--- src/rtl/fp_normalize_seq.sv ---
// Sequential normalizer for the 12-bit linear to 8-bit float converter.
// Converts a two's-complement sample to sign-magnitude and left-shifts it
// one bit per cycle until the leading one reaches bit 10 or the exponent hits 0.
module fp_normalize_seq (
    input  logic        clk,
    input  logic        rst_n,
    input  logic        in_valid,
    output logic        in_ready,
    input  logic [11:0] in_data,
    output logic        out_valid,
    input  logic        out_ready,
    output logic        sign,
    output logic [2:0]  exponent,
    output logic [3:0]  significand,
    output logic        fifth
);

    typedef enum logic [1:0] {
        IDLE = 2'd0,
        NORM = 2'd1,
        OUT  = 2'd2
    } state_t;

    state_t      state, state_nxt;
    logic [11:0] mag;
    logic [2:0]  exp_cnt;
    logic [11:0] abs_in;
    logic        accept;
    logic        norm_done;

    // -2048 has no positive 12-bit counterpart, so it saturates to 0x7FF.
    always_comb begin
        if (!in_data[11])
            abs_in = in_data;
        else if (in_data == 12'h800)
            abs_in = 12'h7FF;
        else
            abs_in = 12'd0 - in_data;
    end

    assign accept    = (state == IDLE) && in_valid;
    assign norm_done = (state == NORM) && (mag[10] || (exp_cnt == 3'd0));
    assign in_ready  = (state == IDLE);
    assign out_valid = (state == OUT);

    // NOTE: state-holding registers use non-blocking assignments so every flop
    // samples pre-edge values, independent of statement order.
    always_ff @(posedge clk or negedge rst_n) begin
        if (!rst_n)
            state <= IDLE;
        else
            state <= state_nxt;
    end

    // NOTE: next state gets a default before the case so no path leaves it
    // unassigned, which would otherwise infer a latch.
    always_comb begin
        state_nxt = state;
        case (state)
            IDLE:    if (in_valid)  state_nxt = NORM;
            NORM:    if (norm_done) state_nxt = OUT;
            OUT:     if (out_ready) state_nxt = IDLE;
            default: state_nxt = IDLE;
        endcase
    end

    always_ff @(posedge clk or negedge rst_n) begin
        if (!rst_n) begin
            mag     <= '0;
            exp_cnt <= '0;
        end else if (accept) begin
            mag     <= abs_in;
            exp_cnt <= 3'd7;
        end else if ((state == NORM) && !norm_done) begin
            mag     <= {mag[10:0], 1'b0};
            exp_cnt <= exp_cnt - 3'd1;
        end
    end

    // Result fields are held through OUT and IDLE; consumers qualify with out_valid.
    always_ff @(posedge clk or negedge rst_n) begin
        if (!rst_n) begin
            sign        <= 1'b0;
            exponent    <= '0;
            significand <= '0;
            fifth       <= 1'b0;
        end else begin
            if (accept)
                sign <= in_data[11];
            if (norm_done) begin
                exponent    <= exp_cnt;
                significand <= mag[10:7];
                fifth       <= mag[6];
            end
        end
    end

endmodule

--- config.mk ---
export PLATFORM = sky130hd
export DESIGN_NAME = fp_normalize_seq
export DESIGN_NICKNAME = d
export VERILOG_FILES = /design/src/rtl/fp_normalize_seq.sv
export SDC_FILE = /design/constraint.sdc
export NUM_CORES = 1
export LEC_CHECK = 0
export ABC_AREA = 1
export CORE_MARGIN = 2
export CORE_UTILIZATION = 45
export DETAILED_ROUTE_END_ITERATION = 7
export PLACE_DENSITY = 0.71
export SYNTH_ARGS = -nofsm -noshare
export SYNTH_HDL_FRONTEND = slang
export SYNTH_SLANG_ARGS = --single-unit
--- constraint.sdc ---
create_clock -name clk -period 4.7 [get_ports clk]
set_input_delay 0.47 -clock clk [delete_from_list [all_inputs] [get_ports clk]]
set_output_delay 0.47 -clock clk [all_outputs]
set_load 0.01 [all_outputs]
* After elaboration in Yosys (flattened, before gate mapping)
Cells that the tools add are included.
** Operators by class
- $add $sub $neg :: 2
- Muxes and demuxes :: 10
- Equality and inequality tests :: 6
- Reduce and logical (&&, ||, !) cells :: 9
** Operators by type and width (number)
- 2-to-1 mux 11 bit :: 4
- equality test 12 bit (second input constant) :: 1
- subtractor 1 x 11 -> 11 bit (first input constant) :: 1
- 2-to-1 mux 2 bit :: 3
- 2-to-1 mux 3 bit :: 2
- case mux 2 bit (3 select lines) :: 1
- != test 2 bit (second input constant) :: 2
- logical AND 1 bit :: 3
- logical NOT 3 bit :: 1
- AND reduction 3 bit :: 1
- subtractor 3 x 1 -> 3 bit (second input constant) :: 1
- equality test 2 x 1 -> 1 bit (second input constant) :: 1
- equality test 2 bit (second input constant) :: 1
- logical NOT 2 bit :: 1
- != test 2 x 1 -> 1 bit (second input constant) :: 1
- nonzero test 2 bit :: 1
- logical NOT 1 bit :: 1
- logical OR 1 bit :: 1
** Word-level totals
- Output and inout port bits :: 11
- Logic and storage cells :: 34
- Flip-flop bits (word level) :: 25

* Longest topological paths before layout
Gate-level depths: netlist of run 1.
- Depth after elaboration :: 7
- Depth in mapped cells :: 10

* Least setup slack after synthesis of run 1
No wires, ideal clock.
- Path kind :: flip-flop to flip-flop
- Start point :: register exp_cnt[0]
- End point :: register significand[2]
- Arrival :: 1.500 ns
- Clock period less this slack :: 1.624 ns
- Stages on the path, launching flop included :: 7
- Required time :: 4.575 ns
- Setup slack :: 3.076 ns
- Setup time :: 0.125 ns
- Cells stage by stage :: dfrtp_1 > inv_1 > ha_1 > ha_1 > or2_1 > nand3_1 > mux2_2
** Between the ends
- Cells in the longest elaborated chain, start to end :: 3
** Ends and longest elaborated chain
- from (decl) :: line 26 : logic [2:0] exp_cnt;
- from (signal assigned) :: line 76 : exp_cnt <= exp_cnt - 3'd1;
- logical NOT 3 bit :: line 42 : assign norm_done = (state == NORM) && (mag[10] || (exp_cnt == 3'd0));
- logical OR 1 bit :: line 42
- logical AND 1 bit :: line 42
- to (signal assigned) :: line 92 : significand <= mag[10:7];
- to (decl) :: line 14 : output logic [3:0] significand,
No other way between the ends.
A chain may end at the register's enable or synchronous reset.

* Worst setup path in the final report of run 1
- Start point :: register exp_cnt[0]
- End point :: register significand[3]
Same word-level chain as after synthesis.

==> results of run 1 <==
[stage by stage]
stage | area (sq um) | power, mW | util [%]
CTS | 1687 | 0.9246 | 56.64
global route | 1687 | 1.000 | 56.64
detailed placement | 1660 | 0.8315 | 55.76
floorplan | 1380 | 0.6683 | -
global placement | 1660 | 0.8175 | 55.76
finish | 1687 | 0.9157 | 56.64
[synthesized netlist by cell type]
cell type  instances
xor2_1             3
buf_6              1
inv_4              1
a211oi_1           1
mux2_2             2
o21ai_1            3
nor2_4             3
a21oi_1            2
a22oi_1            2
o21ai_0           14
o21ai_2            2
o31ai_1            1
dfrtp_1           25
nor2_1            16
or2_1              2
nand2_1           54
buf_2              2
ha_1               3
nand2_4            2
inv_1             18
nand4_1            2
nand2_2            1
a21o_1             1
nand3_1           13
inv_2              2
[sequential cells by signal (all words and copies together) (netlist names)]
| signal | cells |
|---|---|
| state | 2 |
| significand | 4 |
| exponent | 3 |
| exp_cnt | 3 |
| fifth | 1 |
| mag | 11 |
| sign | 1 |
[report_power, final]
group / total [mW] / switching (mW) / internal (mW)
logic: 0.452 / 0.249 / 0.203
clock network: 0.0890 / 0.0559 / 0.0330
registers: 0.374 / 0.0582 / 0.316
total: 0.916 / 0.363 / 0.552
[cell families (layout without fill, tap and decap cells)]
family	Yosys count	count (layout)
flops	25	25
compound gates	26	26
fa+ha+maj	3	3
simple gates	93	93
mux	2	2
xor+xnor	3	3
buf+inv	24	51
[per-layer routing]
metal / up-vias / share of wire, % / wire (um) / global-route usage [%]
met5: - / 0 / 0 / 0
met4: 0 / 1.5 / 43 / 7.468
met3: 4 / 4.3 / 121 / 1.747
met2: 28 / 50 / 1396 / 32.18
met1: 565 / 44 / 1235 / 20.53
li1: 620 / - / - / -
[area by class of cell]
cell class	instances	share of cell area, %
Clock buffer	4	1.558
Inverter	21	4.822
Multi-Input combinational cell	127	38.65
Sequential cell	25	37.09
Tap cell	33	2.448
Timing Repair Buffer	26	15.43
[worst max path at each step]
stage                     endpoint  startpoint
detailed placement          mag[5]  in_data[0]
global placement            mag[7]  in_data[0]
CTS                       in_ready    state[0]
finish              significand[3]  exp_cnt[0]
floorplan           significand[2]  exp_cnt[0]
global route        significand[2]  exp_cnt[0]
[worst max-delay path: stages (launching register included)]
cell     delay [ps]
dfrtp_1         380
inv_1            60
ha_1            190
ha_1            170
or2_1           270
nand3_1         370
mux2_2          390
==> flow_summary.json, run 1 <==
{
  "status": "completed",
  "place_congestion": 0.7970,
  "rows": 20,
  "peakVddDrop_mv": 0.1619,
  "cp.arrival_ps": 2120,
  "finalWorstSetupSlack_ps": 2773,
  "first_global_vias": 1207,
  "fin_cells": 236,
  "hold-path-cell-count": 1,
  "grt_usage_pct": 17.55,
  "synth.cell_area_sq_um": 1380,
  "hold_viol": 0,
  "r2r-start": "exp_cnt[0]",
  "synth_fp_nets": 195,
  "setup_viol": 0,
  "rsz0062_at_grt": "no",
  "flow.area_growth_from_synthesis_pct": 22.21,
  "ios": 27,
  "yosysUniqueCellTypes": 25,
  "die_area_sq_um": 3526,
  "synth_top_family_by_area": "simple AND/OR/NAND/NOR gates",
  "slew_viol_final": 0,
  "hold-path-endpoint": "exp_cnt[0]",
  "drt_iter0_drc": 36,
  "postRouteAntennaNets": 0,
  "p_per_area_nw_per_um2": 542.9,
  "dr.pass1.iters": 4,
  "worstRegToRegCells": 6,
  "synthAdderAreaFrac_pct": 2.720,
  "fin_hold_ws_ps": 486.0,
  "multi_input_area_sq_um": 651.9,
  "die-width_um": 59.38,
  "worstMarginPinSlew_ps": 1073,
  "vias_per_cell": 5.157,
  "dp_hpwl_um": 2127,
  "synth_top_area_share_pct": 45.33,
  "timing.rr.end": "significand[3]",
  "crit_required_ps": 4890,
  "drive_above_1_share_pct": 7.882,
  "cts_made_buffers": 3,
  "holdCritPathClass": "flop to flop",
  "post_cts_resize_count": 0,
  "antenna_found_initial": 0,
  "netlist_instances": 176,
  "ys_warn_count": 0,
  "skew_ps": 7.467,
  "cts_hold_buf": 0,
  "slew_headroom_pct": 28.22,
  "pre_cts_slack_ps": 2736,
  "synthMuxAreaShare_pct": 1.632,
  "die_h_um": 59.38,
  "clockBufferDepth": 2,
  "diodes": 0,
  "drv_cap": 0,
  "fin_tns_setup_ps": 0,
  "layout_commonest_cell": "nand2_1",
  "grt_pass1_wl_um": 4802,
  "final_cell_mix": "54 x nand2_1, 26 x clkdlybuf4s50_1, 25 x dfrtp_1, 18 x inv_1, 16 x nor2_1",
  "syn_avg_cell_area_sq_um": 7.841,
  "hp-start": "exp_cnt[0]",
  "r2r_setup_slack_ps": 2770,
  "num-fill-cells": 292,
  "port_buffers": 26,
  "post_cts_buffers": 0,
  "cts.clk_slew.worst_paths_ps": 120,
  "path_max_fanout": 15,
  "insertion_delay_ps": 300,
  "initial_core_util_pct": 46.34,
  "synth_compound_area_share_pct": 10.88,
  "ctsHtreeMaxLevel": 1,
  "crit_type": "flop to flop",
  "grt_max_degree": 26,
  "wl_um": 2797,
  "num_vias": 1217,
  "period_needed_ps": 1927,
  "synth_seq_cells": 25,
  "grt_overflow": 0,
  "yosysSeqAreaShare_pct": 45.33,
  "finish.net_count": 223,
  "cts_tree": "done",
  "core-area_sq_um": 2978,
  "finalCritPeriodShare_pct": 41.01,
  "fmax_mhz": 518.9,
  "register_area_sq_um": 625.6,
  "placed_cells": 232,
  "yosys.area.top_type": "dfrtp_1",
  "synthSimpleGateAreaFrac_pct": 30.10,
  "synth_area_leaders": "dfrtp_1 45%, nand2_1 15%, o21ai_0 5.1%",
  "endpoint_kind": "flop",
  "wl_per_cell_um": 11.85,
  "synth_xor_area_share_pct": 1.904,
  "cp-start-kind": "flop",
  "total_leakage_power_nw": 0.8373,
  "cts_root_buffer": "clkbuf_4",
  "drc_errors": 0,
  "clkSinkCount": 25
}
Note: power is estimated with default switching activity, not from simulation.
==> inputs of run 2 (changes only) <==
- clock period: 4.7 -> 1.8 ns (I/O delays scaled with it)
==> flow_summary.json, run 2 (synthesis gave the netlist of run 1 again) <==
{
  "dr.pass1.iters": 4,
  "grt_max_degree": 26,
  "place_area_sq_um": 1675,
  "wl_per_cell_um": 11.68,
  "grt_pass1_wl_um": 4905,
  "skew_ps": 2.514,
  "slowest_delay_ps": 380,
  "num_vias": 1233,
  "clockBufferDepth": 2,
  "total_leakage_power_nw": 0.8564,
  "clkSinkCount": 25,
  "path_max_fanout": 7,
  "dp_hpwl_um": 2173,
  "wl_um": 2804,
  "initial_core_util_pct": 46.34,
  "grt_usage_pct": 18.38,
  "worstMarginPinSlew_ps": 372.0,
  "crit_type": "flop to flop",
  "ios": 27,
  "grt_overflow": 0,
  "cts_made_buffers": 3,
  "core-area_sq_um": 2978,
  "finish.net_count": 227,
  "flow.area_growth_from_synthesis_pct": 24.39,
  "critPathSlowestCell": "dfrtp_1",
  "layout_commonest_cell": "nand2_1",
  "cp.arrival_ps": 1970,
  "place_congestion": 0.7398,
  "largest_register_ff_count": 11,
  "port_buffers": 26,
  "crit_path_cell_trace": "inv_1 -> ha_1 -> ha_1 -> or2_1 -> nor2_4 -> inv_2 -> o21ai_0 -> nand2_1 -> nand2_1",
  "rows": 20,
  "cts_hold_buf": 0,
  "ctsHtreeMaxLevel": 1,
  "die_area_sq_um": 3526,
  "final_core_util_pct": 57.65,
  "setup_viol": 0,
  "insertion_delay_ps": 310,
  "endpoint_kind": "flop",
  "finalCritPeriodShare_pct": 94.98,
  "cts.clk_slew.worst_paths_ps": 130,
  "stdcell_area_sq_um": 1717,
  "top_register": "mag",
  "num-fill-cells": 284,
  "p_per_area_nw_per_um2": 1425,
  "holdCritPathClass": "primary input to asynchronous set/reset pin",
  "fmax_mhz": 584.9,
  "postRouteAntennaNets": 0,
  "top_regs": "mag x11, significand x4",
  "die-width_um": 59.38,
  "drive_above_1_share_pct": 9.662,
  "hold_viol": 0,
  "cp-start-kind": "flop",
  "period_needed_ps": 1710,
  "diodes": 0,
  "first_global_vias": 1186,
  "cts_tree": "done",
  "peakVddDrop_mv": 0.4129,
  "antenna_found_initial": 0,
  "drv_cap": 0,
  "drt_iter0_drc": 38,
  "status": "completed",
  "slew_viol_final": 0,
  "die_h_um": 59.38,
  "fin_hold_ws_ps": 207.7,
  "cts_root_buffer": "clkbuf_4",
  "drc_errors": 0,
  "vias_per_cell": 5.138,
  "slew_headroom_pct": 75.04,
  "final_cell_mix": "54 x nand2_1, 26 x clkdlybuf4s50_1, 25 x dfrtp_1, 18 x inv_1, 16 x nor2_1",
  "crit_required_ps": 2060
}
[run 2: cell type report]
class	instances	area, sq um	area share (%)
multi-input combinational	127	651.9	37.97
inverter	21	81.33	4.738
timing repair buffer	30	290.3	16.91
sequential	25	625.6	36.44
clock buffer	4	26.28	1.531
tap	33	41.29	2.405
[run 2: per-layer routing]
layer | global-route usage (%) | vias to the layer above | share of wire (%)
li1 | - | 623 | -
met2 | 33.44 | 41 | 49
met4 | 8.766 | 0 | 2.5
met1 | 21.65 | 561 | 44
met5 | 0 | - | 0
met3 | 1.310 | 8 | 4.0
[run 2: worst max-delay path: cells and delay by family (launching register included)]
kind | cells | cell delay [ps]
compound gates | 1 | 170
buf+inv | 2 | 160
fa+ha+maj | 2 | 360
flops | 1 | 380
simple gates | 4 | 590
[run 2: metrics by stage]
step	setup TNS [ps]	instances	setup slack (ps)	power, mW
floorplan	0	176	175.6	1.745
global placement	0	234	159.1	2.156
detailed placement	0	234	93.24	2.195
CTS	0	238	72.55	2.440
global route	-58.83	240	-14.90	2.667
finish	0	240	90.28	2.446
[run 2: what timing repair did]
item                       in CTS  in global routing
gates resized for setup         0                  3
setup buffers                   0                  2
setup endpoints to repair       0                  7
[run 2: path summary, 6_finish.rpt]
check | startpoint | end | slack (ps) | cells past startpoint
max in group asynchronous | rst_n | fifth | 1360 | 2
worst max register to register | exp_cnt[0] | mag[7] | 90 | 9
min in group clk | out_ready | state[1] | 430 | 2
worst max-delay path | exp_cnt[0] | mag[7] | 90 | 9
worst min-delay path | rst_n | sign | 210 | 2
worst min register to register | mag[6] | mag[6] | 490 | 2
[run 2: power by group]
group / internal, mW / total, mW / switching [mW]
clock: 0.0866 / 0.247 / 0.161
sequential: 0.825 / 0.974 / 0.150
combinational: 0.566 / 1.22 / 0.659
total: 1.48 / 2.45 / 0.969
